<file path="src/rtl/btb_update_sched.sv">
`default_nettype none
// =============================================================================
// Module  : btb_update_sched
// Brief   : Two-lane resolved-branch update queue feeding the single BTB write
//           port. Optional same-PC coalescing when BTB_UPDATE_COALESCE_EN is set.
// Revision: 1.0
// =============================================================================
module btb_update_sched #(
  parameter int unsigned DEPTH   = 4,
  parameter int unsigned INDEX_W = 11
) (
  input  logic                     clk,
  input  logic                     rst,
  input  logic                     btb_ready,
  input  logic [1:0]               req_valid,
  input  logic [1:0][31:0]         req_pc,
  input  logic [1:0][31:0]         req_target,
  input  logic [1:0][1:0]          req_cf,
  output logic                     req_ready,
  input  logic                     mispredict,
  input  logic [31:0]              mispredict_pc,
  output logic                     update_valid,
  output logic [31:0]              update_pc,
  output logic [31:0]              update_target,
  output logic [1:0]               update_cf,
  output logic [$clog2(DEPTH):0]   occupancy
);

  localparam int unsigned PTR_W  = $clog2(DEPTH);
  localparam int unsigned CNT_W  = PTR_W + 1;
  localparam int unsigned TAG_HI = INDEX_W + 2;
  localparam logic [CNT_W-1:0] DEPTH_C = CNT_W'(DEPTH);

  typedef enum logic [0:0] {
    WAIT_BTB = 1'b0,
    RUN      = 1'b1
  } state_t;

  state_t           state_q, state_d;
  logic [PTR_W-1:0] rd_ptr_q, rd_ptr_d;
  logic [PTR_W-1:0] wr_ptr_q, wr_ptr_d;
  logic [CNT_W-1:0] occ_q, occ_d;

  logic [31:0] pc_q  [DEPTH];
  logic [31:0] pc_d  [DEPTH];
  logic [31:0] tgt_q [DEPTH];
  logic [31:0] tgt_d [DEPTH];
  logic [1:0]  cf_q  [DEPTH];
  logic [1:0]  cf_d  [DEPTH];

  logic             empty;
  logic             conflict;
  logic             deq;
  logic [1:0]       accept;
  logic [1:0]       n_push;
  logic [PTR_W-1:0] slot;
  logic [31:0]      head_pc;
  logic             unused_pc_bits;

  // Only the index and bank bits take part in the clear-conflict compare.
  assign unused_pc_bits = ^{mispredict_pc[31:TAG_HI+1], mispredict_pc[1:0]};

  assign empty         = (occ_q == '0);
  assign head_pc       = pc_q[rd_ptr_q];
  assign conflict      = mispredict && (mispredict_pc[TAG_HI:2] == head_pc[TAG_HI:2]);
  assign deq           = (state_q == RUN) && !empty && !conflict;
  assign update_valid  = deq;
  assign update_pc     = empty ? '0 : head_pc;
  assign update_target = empty ? '0 : tgt_q[rd_ptr_q];
  assign update_cf     = empty ? '0 : cf_q[rd_ptr_q];
  assign req_ready     = (DEPTH_C - occ_q) >= CNT_W'(2);
  assign occupancy     = occ_q;
  assign accept        = req_valid & {2{req_ready}};

  always_comb begin
    state_d = state_q;
    case (state_q)
      WAIT_BTB: if (btb_ready)  state_d = RUN;
      RUN:      if (!btb_ready) state_d = WAIT_BTB;
      default:  state_d = WAIT_BTB;
    endcase
  end

`ifdef BTB_UPDATE_COALESCE_EN
  logic [PTR_W-1:0] tail_ptr;
  logic             tail_ok;
  logic [1:0]       lane_en;

  // The tail may only be merged into when it is not leaving this cycle.
  assign tail_ptr = wr_ptr_q - PTR_W'(1);
  assign tail_ok  = !empty && !(deq && (occ_q == CNT_W'(1)));
`endif

  always_comb begin
    pc_d   = pc_q;
    tgt_d  = tgt_q;
    cf_d   = cf_q;
    slot   = wr_ptr_q;
    n_push = '0;
`ifdef BTB_UPDATE_COALESCE_EN
    lane_en = accept;
    if ((accept == 2'b11) && (req_pc[0] == req_pc[1])) lane_en = 2'b10;
    for (int l = 0; l < 2; l++) begin
      if (lane_en[l]) begin
        // Lane 1 may only merge with the old tail if lane 0 did not allocate.
        if (tail_ok && ((l == 0) || !lane_en[0]) && (req_pc[l] == pc_q[tail_ptr])) begin
          tgt_d[tail_ptr] = req_target[l];
          cf_d[tail_ptr]  = req_cf[l];
        end else begin
          pc_d[slot]  = req_pc[l];
          tgt_d[slot] = req_target[l];
          cf_d[slot]  = req_cf[l];
          slot        = slot + PTR_W'(1);
          n_push      = n_push + 2'd1;
        end
      end
    end
`else
    for (int l = 0; l < 2; l++) begin
      if (accept[l]) begin
        pc_d[slot]  = req_pc[l];
        tgt_d[slot] = req_target[l];
        cf_d[slot]  = req_cf[l];
        slot        = slot + PTR_W'(1);
        n_push      = n_push + 2'd1;
      end
    end
`endif
    wr_ptr_d = slot;
    rd_ptr_d = rd_ptr_q + PTR_W'(deq);
    occ_d    = occ_q + CNT_W'(n_push) - CNT_W'(deq);
  end

  always_ff @(posedge clk) begin
    if (!rst) begin
      state_q  <= WAIT_BTB;
      rd_ptr_q <= '0;
      wr_ptr_q <= '0;
      occ_q    <= '0;
    end else begin
      state_q  <= state_d;
      rd_ptr_q <= rd_ptr_d;
      wr_ptr_q <= wr_ptr_d;
      occ_q    <= occ_d;
    end
  end

  // Payload storage needs no reset; occupancy alone decides validity.
  always_ff @(posedge clk) begin
    pc_q  <= pc_d;
    tgt_q <= tgt_d;
    cf_q  <= cf_d;
  end

endmodule
`default_nettype wire

</file>
<file path="config.mk">
export PLATFORM = sky130hd
export DESIGN_NAME = btb_update_sched
export DESIGN_NICKNAME = d
export VERILOG_FILES = /design/src/rtl/btb_update_sched.sv
export SDC_FILE = /design/constraint.sdc
export NUM_CORES = 1
export LEC_CHECK = 0
export ABC_AREA = 1
export ABC_CLOCK_PERIOD_IN_PS = 2800
export BUFFER_PORTS_ARGS = -buffer_cell sky130_fd_sc_hd__buf_2
export CORE_ASPECT_RATIO = 1.25
export CORE_UTILIZATION = 45
export DETAILED_ROUTE_END_ITERATION = 8
export MAX_ROUTING_LAYER = met4
export PLACE_DENSITY_LB_ADDON = 0.1
export SLEW_MARGIN = 20
export SYNTH_ARGS = -nofsm -noshare
export SYNTH_HDL_FRONTEND = slang
export SYNTH_SLANG_ARGS = --single-unit
</file>
<file path="constraint.sdc">
create_clock -name clk -period 2.8 [get_ports clk]
set_input_delay 0.56 -clock clk [delete_from_list [all_inputs] [get_ports clk]]
set_output_delay 0.56 -clock clk [all_outputs]
set_load 0.005 [all_outputs]
</file>
Word-level counts from Yosys, hierarchy flattened:

Cells that the tools add are included.

* register bits after elaboration: 272
* input bits: 170
* output and inout port bits: 71

* add/sub/neg operators: 7
* $lt $le $gt $ge: 6
* equal/unequal tests: 1
* multiplexer cells: 37
* bitwise gates (word level): 4
* reduce and logical (&&, ||, !) cells: 8

Operators with widths (count)
* $bwmux W128: 4
* $mux W128: 4
* $mux W32: 8
* $bmux W32 S2: 2
* $demux W32 S2: 2
* $bwmux W8: 2
* $mux W2: 8
* $mux W8: 2
* $eq A12 B12 Y1: 1
* $ge A3 B3 Y1 const B: 3
* $not A2 Y3: 3
* $demux W2 S2: 2
* $add A2 B1 Y2 const B: 3
* $lt A3 B1 Y1 const B: 2
* $logic_and A1 B1 Y1: 5
* $bmux W2 S2: 1
* $add A3 B2 Y3: 1
* $ge A3 B2 Y1 const B: 1
* $logic_not A3 Y1: 1
* $sub A3 B1 Y3: 1
* $sub A3 B3 Y3 const A: 1
* $add A2 B1 Y2: 1
* $and A2 B2 Y2: 1
* $logic_not A1 Y1: 2
* $mux W1: 2

Longest topological paths before layout:

Gate-level depths: netlist (run 1).

* depth in word-level cells: 11
* mapped depth: 18
* depth with buffers taken out: 16

Worst setup path before layout (run 1):

Ideal clock, no wire load.

* kind: register to register
* start point: register occ_q[0] (netlist: occupancy[0])
* end point: register occ_q[2] (netlist: occupancy[2])
* arrival time: 2.701 ns
* required time: 2.680 ns
* setup slack: -0.021 ns
* stages on the path, launching flop included: 16
* buffers on the path: 1
* period minus slack after synthesis: 2.821 ns
* path through: dfxtp_1 inv_1 ha_1 ha_1 nand3b_4 nand2_4 inv_4 buf_2 ha_1 inv_1 ha_1 inv_1 ha_1 fa_1 o21ai_0 a21oi_1

* cells in the longest elaborated chain, start to end: 8

Ends and longest elaborated chain
* from (decl): RTL line 42 `logic [CNT_W-1:0] occ_q, occ_d;`
* from (signal assigned): RTL line 139 `occ_q <= '0;`
* from (signal assigned): RTL line 144 `occ_q <= occ_d;`
* $sub A3 B3 Y3 *: RTL line 71 `assign req_ready = (DEPTH_C - occ_q) >= CNT_W'(2);`
* $ge A3 B2 Y1 *: RTL line 71
* net req_ready: RTL line 19 `output logic req_ready,`
* $and A2 B2 Y2 *: RTL line 73 `assign accept = req_valid & {2{req_ready}};`
* $mux W1: RTL line 120 `if (accept[l]) begin`
* $add A2 B1 Y2: RTL line 125 `n_push = n_push + 2'd1;`
* $mux W2 *: RTL line 120
* $add A3 B2 Y3 *: RTL line 131 `occ_d = occ_q + CNT_W'(n_push) - CNT_W'(deq);`
* $sub A3 B1 Y3 *: RTL line 131

Mark *: on every way through the listed nets, which the timed path passes. The rest lies on a longest branch.
A chain may end at the register's enable or synchronous reset.

Final worst setup path (run 1):

* start point: register rd_ptr_q[0]
* end point: output port update_target[2]

* cells in the longest elaborated chain, start to end: 5

Ends and longest elaborated chain
* from (decl): RTL line 40 `logic [PTR_W-1:0] rd_ptr_q, rd_ptr_d;`
* from (signal assigned): RTL line 142 `rd_ptr_q <= rd_ptr_d;`
* $not A2 Y3 (not written as such): RTL line 69 `assign update_target = empty ? '0 : tgt_q[rd_ptr_q];`
* $bmux W32 S2: RTL line 69
* $mux W32 (not written as such) (2 in a row): RTL line 69
* $mux W32: RTL line 69
* to (decl): RTL line 24 `output logic [31:0] update_target,`

Every way passes these cells. The select of a mux whose other input is x is not followed.

==> results.cfg, run 1 <==
[synth]
synth_top_cell_by_area = dfxtp_1
synthDistinctLibCells = 24
ys_seq_area_share_pct = 38.42
synthDominantCellAreaShare_pct = 38.42
synth.avg_cell_area_sq_um = 6.937
syn-num-nets = 2230
ys_ff_latch = 272
synthMuxAreaShare_pct = 0
yosys.area_share.simple_pct = 22.87
synth_top_family_by_area = compound AO/OA/AOI/OAI gates
yosys-top-cells-area = dfxtp_1 38%, nand2_1 11%, o211ai_1 8.6%
synth_fa_ha_area_share_pct = 1.554
syn-cell-area_sq_um = 14170
synth_compound_area_share_pct = 25.34
syn_inst = 2043
synthXorXnorAreaFrac_pct = 0.2472
yosysWarnings = 0

[sta]
worst_slew_pin_slew_ns = 0.6679
setup_violations = 0
timing.final.crit_period_ns = 2.750
fin_skew_ns = 0.008428
fmax_ghz = 0.3636
maxSlewViolCount = 0
fin_setup_tns_ns = 0
rsz0062_at_grt = true
finalCritPeriodShare_pct = 98.22
hold_ws_ns = 0.1948
hold_viol_final = 0
slew_headroom_pct = 55.47

[detailed_routing]
drt_iter0_drc = 1113
drc_errors = 0
via_per_inst = 5.570
ant_nets = 0
wl_met1_mm = 18.96
wirelength_mm = 43.57
route.met2.wl_mm = 21.40
vias = 14430
top_layer_used = met4
wl_per_cell_microns = 16.82
route.met3.wl_mm = 2.501
drt-pass1-iter-count = 8

[grt]
grt_pass1_wl_mm = 70.28
grt_use_total_pct = 27.46
antenna_found_initial = 5
grt_pass1_vias = 13680
grt_max_degree = 127
gr-total-overflow = 0

[finish]
final_common_cell = nand2_1
seqCellArea_sq_um = 5455
layoutNonFillerInstCount = 2590
multi_input_area_sq_um = 7201
nets = 2348
drive_gt1_share_pct = 15.89
mostFrequentLayoutCells = 405 x nand2_1, 268 x dfxtp_1, 220 x buf_2
area_growth_pct = 16.71
fillCellCount = 3154

[clock_network]
cts_hold_buf = 0
cts_tree = done
cts_buffers = 29
clockBufferDepth = 3
htreeDepth = 1
clkSlewWorstSetupHoldPaths_ns = 0.06
clkSinkCount = 272
clockRootBuffer = clkbuf_16
clock_latency_ns = 0.55

[floorplanning]
core_sq_um = 30990
start_util_pct = 45.73
rows = 72
die_area_sq_um = 32210
die_y_microns = 200.4
ioPinCount = 241
dieWidth_microns = 160.7

[min_path]
hold_path.class = in2reg
hold_depth = 3

[place]
gp_congestion = 0.8289
portBuffers = 220
dp_hpwl_mm = 25.64
placedCellCount = 2535

[critical_path]
cpMaxStageDelayCell = dfxtp_4
cp_num_buf_inv = 3
cp.depth = 5
r2r_cells = 14
critPathTopFamily = buffers and inverters
crit_chain = buf_8 > buf_16 > o211ai_1 > a21oi_1 > buf_2
worstPathMaxFanout = 74
critPathMaxStageDelay_ns = 0.41
crit_arrival_ns = 2.19
cp-start-kind = flip-flop
ff2ff_setup_slack_ns = 0.17
cp.required_ns = 2.24
cp-end-kind = primary output
crit_type = reg2out

[status]
status = complete, no violations

[pwr]
p_per_area_nw_per_um2 = 1278
ir_drop_mv = 0.9332
p_leak_nw = 7.757

[run]
cap_violations = 0
repair_timing:
action / CTS / global route
endpoints found under the setup margin: 33 / 15
gates resized for setup: 9 / 30
pin swaps: 0 / 11
buffers inserted: 0 / 2
endpoints found under the hold margin: 0 / 0
per-layer routing:
layer  up-vias  track usage, %
met3        44           3.368
li1       7189               -
met4         0           6.402
met2       406           47.68
met1      6788           33.74
met5         -               -
worst paths after layout:
kind	from	to
max reg2reg	occupancy[0]	occupancy[1]
min reg2reg	tgt_q[117]	tgt_q[117]
max	rd_ptr_q[0]	update_target[2]
min	btb_ready	state_q
layout make-up:
type                            count  area share, %
Inverter                          189          4.349
Multi-Input combinational cell   1403          43.53
Sequential cell                   272          32.98
Clock buffer                       40          5.008
Tap cell                          407          3.079
Timing Repair Buffer              266          10.42
Antenna cell                        6        0.09077
Clock inverter                      7         0.5371
where the power goes:
part / switching [mW] / internal, mW / total, mW
logic: 6.41 / 4.00 / 10.4
clock network: 1.59 / 2.22 / 3.81
registers: 0.806 / 6.11 / 6.92
synthesized netlist by cell type:
cell type and number:
dfxtp_1 272, a21oi_1 112, nand3_1 182, nand3b_4 1, ha_1 16, buf_4 29, nand2_4 1, inv_1 184
nand2_2 6, inv_4 2, o21ai_0 157, nand3b_1 7, a31oi_1 156, o211ai_1 163, clkbuf_1 60, and3_1 1
fa_1 1, inv_2 3, nor2_1 176, xor2_1 4, buf_2 85, buf_6 5, nand2_1 411, o21ai_1 9
cells by family after synthesis:
logic type | after synthesis
flops | 272
simple gates | 785
xor+xnor | 4
buf+inv | 368
compound gates | 597
fa+ha+maj | 17
worst min-delay path, stage by stage:
cell and delay (ns):
buf_2 0.08, nand2_1 0.04, inv_1 0.04
metrics by stage:
step	cell area [sq um]	power, mW	worst slack, ns	utilization (%)
global placement	15450	16.95	0.09431	49.87
CTS	16410	21.13	0.002817	52.94
global route	16540	22.99	-0.06907	53.37
floorplan	14170	14.16	0.003848	-
detailed placement	15450	17.24	0.08492	49.87
finish	16540	21.13	0.04982	53.38
flip-flops by register name, summed over array words and instances, names as in the netlist:
register,flops
pc_q,128
tgt_q,128
cf_q,8
occupancy,3
rd_ptr_q,2
wr_ptr_q,2
state_q,1
Power figures use the tool's default switching activity.
==> run 2: changes to the inputs <==
ABC_AREA = unset   (was 1)
==> run 2 against run 1 <==
The run now ends with setup timing left. Non-clock buffer count is 61 higher. Sequential power is 3.0% higher. Final cell count fell by 19%. Worst hold slack improved by 0.052 ns. Synthesized cell count decreased by 31%. Final area up 7.9%. Register-to-register slack worse by 0.39 ns. Largest power group unchanged.
==> results.cfg, run 2 <==
[status]
status = finished, violations left
violations = setup timing

[critical_path]
cp.required_ns = 3.25
critPathTopFamily = compound AO/OA/AOI/OAI gates
r2r_cells = 13
cp-end-kind = flip-flop
cp_num_buf_inv = 4
cp.depth = 13
crit_type = reg2reg
cpMaxStageDelayCell = dfxtp_4
crit_chain = buf_12 > buf_4 > mux2i_2 > o21ai_0 > a2111oi_4 > a31oi_1 > buf_4 > ha_4 > inv_2 > ha_4 > fa_2 > xnor2_1 > and2_1
critPathMaxStageDelay_ns = 0.38
critPathLaunch = rd_ptr_q[1]
worstPathMaxFanout = 6
crit_arrival_ns = 3.46
cp-start-kind = flip-flop
r2r-start = rd_ptr_q[1]

[floorplanning]
die_y_microns = 200.0
core_sq_um = 30900
dieWidth_microns = 160.4
die_area_sq_um = 32070
rows = 72
start_util_pct = 45.66
ioPinCount = 241

[synth]
synth_edf_count = 0
synthDistinctLibCells = 40
synth_top_flop_cell = dfxtp_1
synth.avg_cell_area_sq_um = 9.985
ys_ff_latch = 272
yosys-top-cells-area = dfxtp_1 39%, mux2i_1 20%, mux4_2 9.4%
synthTopCellsByCount = 279 x mux2i_1, 272 x dfxtp_1, 266 x nor2_1
syn-num-nets = 1600
ys_seq_area_share_pct = 38.60
syn_inst = 1413
async_flop_share_pct = 0
synth_top_cell_by_area = dfxtp_1
syn-cell-area_sq_um = 14110
synth.most_common_cell = mux2i_1
yosysWarnings = 0
synthDominantCellAreaShare_pct = 38.60

[detailed_routing]
wl_per_cell_microns = 20.07
drt_iter0_drc = 633
via_per_inst = 5.346
vias = 11210
ant_nets = 0
drt-pass1-iter-count = 5
drc_errors = 0
wirelength_mm = 42.09

[sta]
hold_ws_ns = 0.2472
finalCritPeriodShare_pct = 107.8
worst_slew_pin_slew_ns = 0.4138
setup_violations = 26
fmax_ghz = 0.3313
maxSlewViolCount = 0
rsz0062_at_grt = true
hold_viol_final = 0
finalWorstSetupSlack_ns = -0.2186
slew_headroom_pct = 72.42
fin_skew_ns = 0.009426
timing.final.crit_period_ns = 3.019

[pwr]
p_leak_nw = 8.952
ir_drop_mv = 0.6216
finalPower_mw = 22.99
p_per_area_nw_per_um2 = 1288

[finish]
reg.largest.list = pc_q (128), tgt_q (128), cf_q (8)
fillCellCount = 2695
drive_gt1_share_pct = 31.67
multi_input_area_sq_um = 8084
area_growth_pct = 26.50
nets = 1849
utilization_pct = 57.76
mostFrequentLayoutCells = 268 x dfxtp_1, 267 x mux2i_1, 265 x nor2_1
final_common_cell = dfxtp_1
seqCellArea_sq_um = 5455

[grt]
gr-total-overflow = 0
grt_use_total_pct = 24.63
grt_max_degree = 67
grt_pass1_wl_mm = 59.96
antenna_found_initial = 6
grt_pass1_vias = 10610

[clock_network]
htreeDepth = 1
clkSlewWorstSetupHoldPaths_ns = 0.06
clockRootBuffer = clkbuf_16
clock_latency_ns = 0.56
cts_tree = done
cts_buffers = 29
clockBufferDepth = 3
clkSinkCount = 272

[place]
dp_hpwl_mm = 24.57
gp_congestion = 0.7994
place_ws_ns = -0.3248
portBuffers = 220

[min_path]
min-delay-start = btb_ready
hold_path.class = in2reg
hold_depth = 2

[run]
cap_violations = 0
==> run 2: per-stage QoR <==
step	std cells	instance area, sq um	TNS, ns
3_3_place_gp	1995	15760	-0.6308
5_1_grt	2096	17840	-6.173
6_report	2097	17850	-2.072
2_1_floorplan	1413	14150	-0.1573
4_1_cts	2061	17080	-3.929
3_5_place_dp	1995	15760	-2.761
==> run 2: final cells by class <==
type / count / area share, %
clock inverters: 10 / 0.7011
well taps: 407 / 2.853
inverters: 13 / 0.2734
multi-input cells: 1019 / 45.30
clock buffers: 42 / 4.732
repair buffers: 327 / 15.48
flip-flops and latches: 272 / 30.57
diodes: 7 / 0.09815
==> run 2: what timing repair did <==
| item | in CTS | in global routing |
|---|---|---|
| gates resized for setup | 28 | 58 |
| buffers inserted | 9 | 15 |
| hold buffers | 0 | 0 |
| endpoints found under the hold margin | 0 | 0 |
| gates cloned | 5 | 15 |
| endpoints found under the setup margin | 205 | 242 |
| pin swaps | 5 | 12 |
==> run 2: cells by family (layout without fill, tap and decap cells) <==
kind of cell               Yosys count  after routing  share of synthesized area, %
adders and majority gates           17             17                         1.561
muxes                              339            339                         29.29
and+or+nand+nor                    363            364                         11.67
DFF                                272            272                         38.60
xor gates and xnor gates            17             17                         1.109
other                                0              7                             0
AOI/OAI and AO/OA                  282            282                         11.17
buffers and inverters              123            392                         6.598
==> run 2: path summary, 6_finish.rpt <==
kind | end | slack [ns]
worst max-delay path | occupancy[2] | -0.22
worst max register to register | occupancy[2] | -0.22
worst min register to register | pc_q[127] | 0.54
worst min-delay path | state_q | 0.25
==> run 2: report_power, final <==
group	internal, mW	switching (mW)
clock network	2.35	1.61
registers	6.08	1.06
logic	6.09	5.80
total	14.5	8.47
==> run 2: metal layers <==
metal	up-vias	share of wire, %	global-route usage (%)
li1	5496	-	-
met1	5360	44	30.63
met2	296	49	41.82
met3	59	5.1	3.471
met4	0	2.2	6.878
met5	-	0	-
==> run 2: worst register-to-register path: cells and delay by family, from the launching register on <==
family / cells / cell delay (ns)
compound gates: 3 / 0.75
fa+ha+maj: 3 / 0.73
buf+inv: 4 / 0.53
flops: 1 / 0.38
mux: 1 / 0.28
simple gates: 1 / 0.14
xor+xnor: 1 / 0.13
==> run 3: changes to the inputs <==
ABC_CLOCK_PERIOD_IN_PS = 3350   (was 2800)
GPL_ROUTABILITY_DRIVEN = 0   (was unset)
clock period = 3.35 ns   (was 2.8 ns; I/O delays follow)
==> run 3 against run 2 <==
The flow now finishes without violations. Critical path type is now reg2out. Power is 24% lower. Clock power down 20%. Global-route usage fell by 1.6 points. Sequential power is 17% lower. Largest power group unchanged. Sequential cell count is the same.
==> results.cfg, run 3 (synthesis results as in run 2) <==
[status]
status = complete, no violations

[sta]
fin_skew_ns = 0.01206
setup_violations = 0
fmax_ghz = 0.3082
fin_setup_tns_ns = 0
rsz0062_at_grt = true
worst_slew_pin_slew_ns = 0.5284
hold_viol_final = 0
slew_headroom_pct = 64.77
finalCritPeriodShare_pct = 96.86
timing.final.crit_period_ns = 3.245
maxSlewViolCount = 0

[clock_network]
clockBufferDepth = 3
clkSlewWorstSetupHoldPaths_ns = 0.06
htreeDepth = 1
cts_tree = done
cts_buffers = 30
clockRootBuffer = clkbuf_16
clock_latency_ns = 0.55
cts_hold_buf = 0
clkSinkCount = 272

[detailed_routing]
drc_errors = 0
drt-pass1-iter-count = 5
wirelength_mm = 36.68
via_per_inst = 5.172
vias = 10560
drt_iter0_drc = 466
ant_nets = 0
wl_per_cell_microns = 17.97

[critical_path]
critPathMaxStageDelay_ns = 0.41
worstPathMaxFanout = 7
ff2ff_setup_slack_ns = 0.14
cp.required_ns = 2.68
critPathTopFamily = buffers and inverters
crit_top_cell = buf_4
crit_type = reg2out
cp-start-kind = flip-flop
crit_arrival_ns = 2.57
cpMaxStageDelayCell = dfxtp_4
cp_num_buf_inv = 4
cp-end-kind = primary output
crit_chain = buf_4 > mux2i_2 > xor2_1 > nand4_1 > a2111oi_2 > buf_4 > a31oi_1 > buf_4 > buf_2

[finish]
post-route-cell-area_sq_um = 16460
final_common_cell = mux2i_1
nets = 1789
reg.largest.list = pc_q (128), tgt_q (128), cf_q (8)
layoutNonFillerInstCount = 2041
drive_gt1_share_pct = 26.79
area_growth_pct = 16.64
mostFrequentLayoutCells = 276 x mux2i_1, 270 x dfxtp_1, 266 x nor2_1

[grt]
grt_use_total_pct = 23.07
antenna_found_initial = 10
grt_pass1_vias = 10160
gr-total-overflow = 0
grt_pass1_wl_mm = 56.34
grt_max_degree = 79

[place]
place_area_sq_um = 15440
placedCellCount = 1976
portBuffers = 220
dp_hpwl_mm = 23.84

[pwr]
power_frac_seq_pct = 33.7
pwr-share-clk_pct = 18.1
switching_power_mw = 6.423
switching_share_pct = 36.67
ir_drop_mv = 0.5987
finalPower_mw = 17.51
p_leak_nw = 8.347
p_comb_share_pct = 48.2
p_per_area_nw_per_um2 = 1064
p_int_mw = 11.09

[floorplanning]
start_util_pct = 45.66
dieWidth_microns = 160.4
die_y_microns = 200.0
ioPinCount = 241
core_sq_um = 30900
die_area_sq_um = 32070
rows = 72

[min_path]
hold_path.class = in2reg

[run]
cap_violations = 0
## run 3: cell types whose count changed in the layout (fill, tap and decap cells not counted), sizes merged
cell    before  now
clkbuf      54   43
nand2       13   12
bufinv       3    0
bufbuf       2    0
diode        7   10
buf        313  267
clkinv       7   11
## run 3: what timing repair did
item                       CTS  global route
resized for setup            6             3
pin swaps                    0             1
setup endpoints to repair    2            31
setup buffers                0             1
## run 3: worst paths after layout
check	from	to	cells after the start
setup reg to reg	rd_ptr_q[1]	occupancy[2]	14
hold / removal	btb_ready	state_q	2
setup / recovery	rd_ptr_q[1]	update_valid	9
hold reg to reg	tgt_q[52]	tgt_q[52]	2
## run 3: power groups by stage
stage | Sequential [mW] | Clock [mW] | Combinational (mW)
6_report | 5.90 | 3.16 | 8.45
5_1_grt | 6.08 | 3.38 | 9.34
3_5_place_dp | 5.96 | 0 | 8.48
2_1_floorplan | 5.69 | 0 | 6.52
4_1_cts | 5.90 | 3.25 | 8.52
3_3_place_gp | 5.90 | 0 | 8.31
## run 3: per-stage QoR
step	hold slack, ns	setup WS [ns]	util, %
after detailed placement	0.5332	-0.009530	49.98
final	0.3901	0.1052	53.26
after CTS	0.3594	-0.01152	53.12
after floorplan	0.5110	0.2261	-
after global placement	0.5208	-0.04801	49.98
after global routing	0.3538	-0.05921	53.26
## run 3: area by class of cell
type                            instances  area (sq um)
Tap cell                              407         509.2
Inverter                               13         48.80
Clock inverter                         11         55.05
Clock buffer                           43         890.9
Antenna cell                           10         25.02
Timing Repair Buffer                  267          1674
Fill cell                            2909         14440
Sequential cell                       272          5453
Multi-Input combinational cell       1018          7800
## run 3: metal layers
metal / track usage [%] / share of wire [%]
met1: 28.82 / 45
met2: 38.97 / 49
met3: 3.430 / 4.5
met4: 6.243 / 1.9
met5: - / 0
## run 3: worst register-to-register path, cell delays in order (launching register included)
cell and delay [ns]:
dfxtp_4 0.41, buf_4 0.19, mux2i_2 0.26, xor2_1 0.17, nand4_1 0.15, a2111oi_2 0.32, buf_4 0.16, a31oi_1 0.09
buf_4 0.16, ha_1 0.26, inv_1 0.04, ha_1 0.19, fa_1 0.43, xnor2_1 0.13, and2_1 0.15
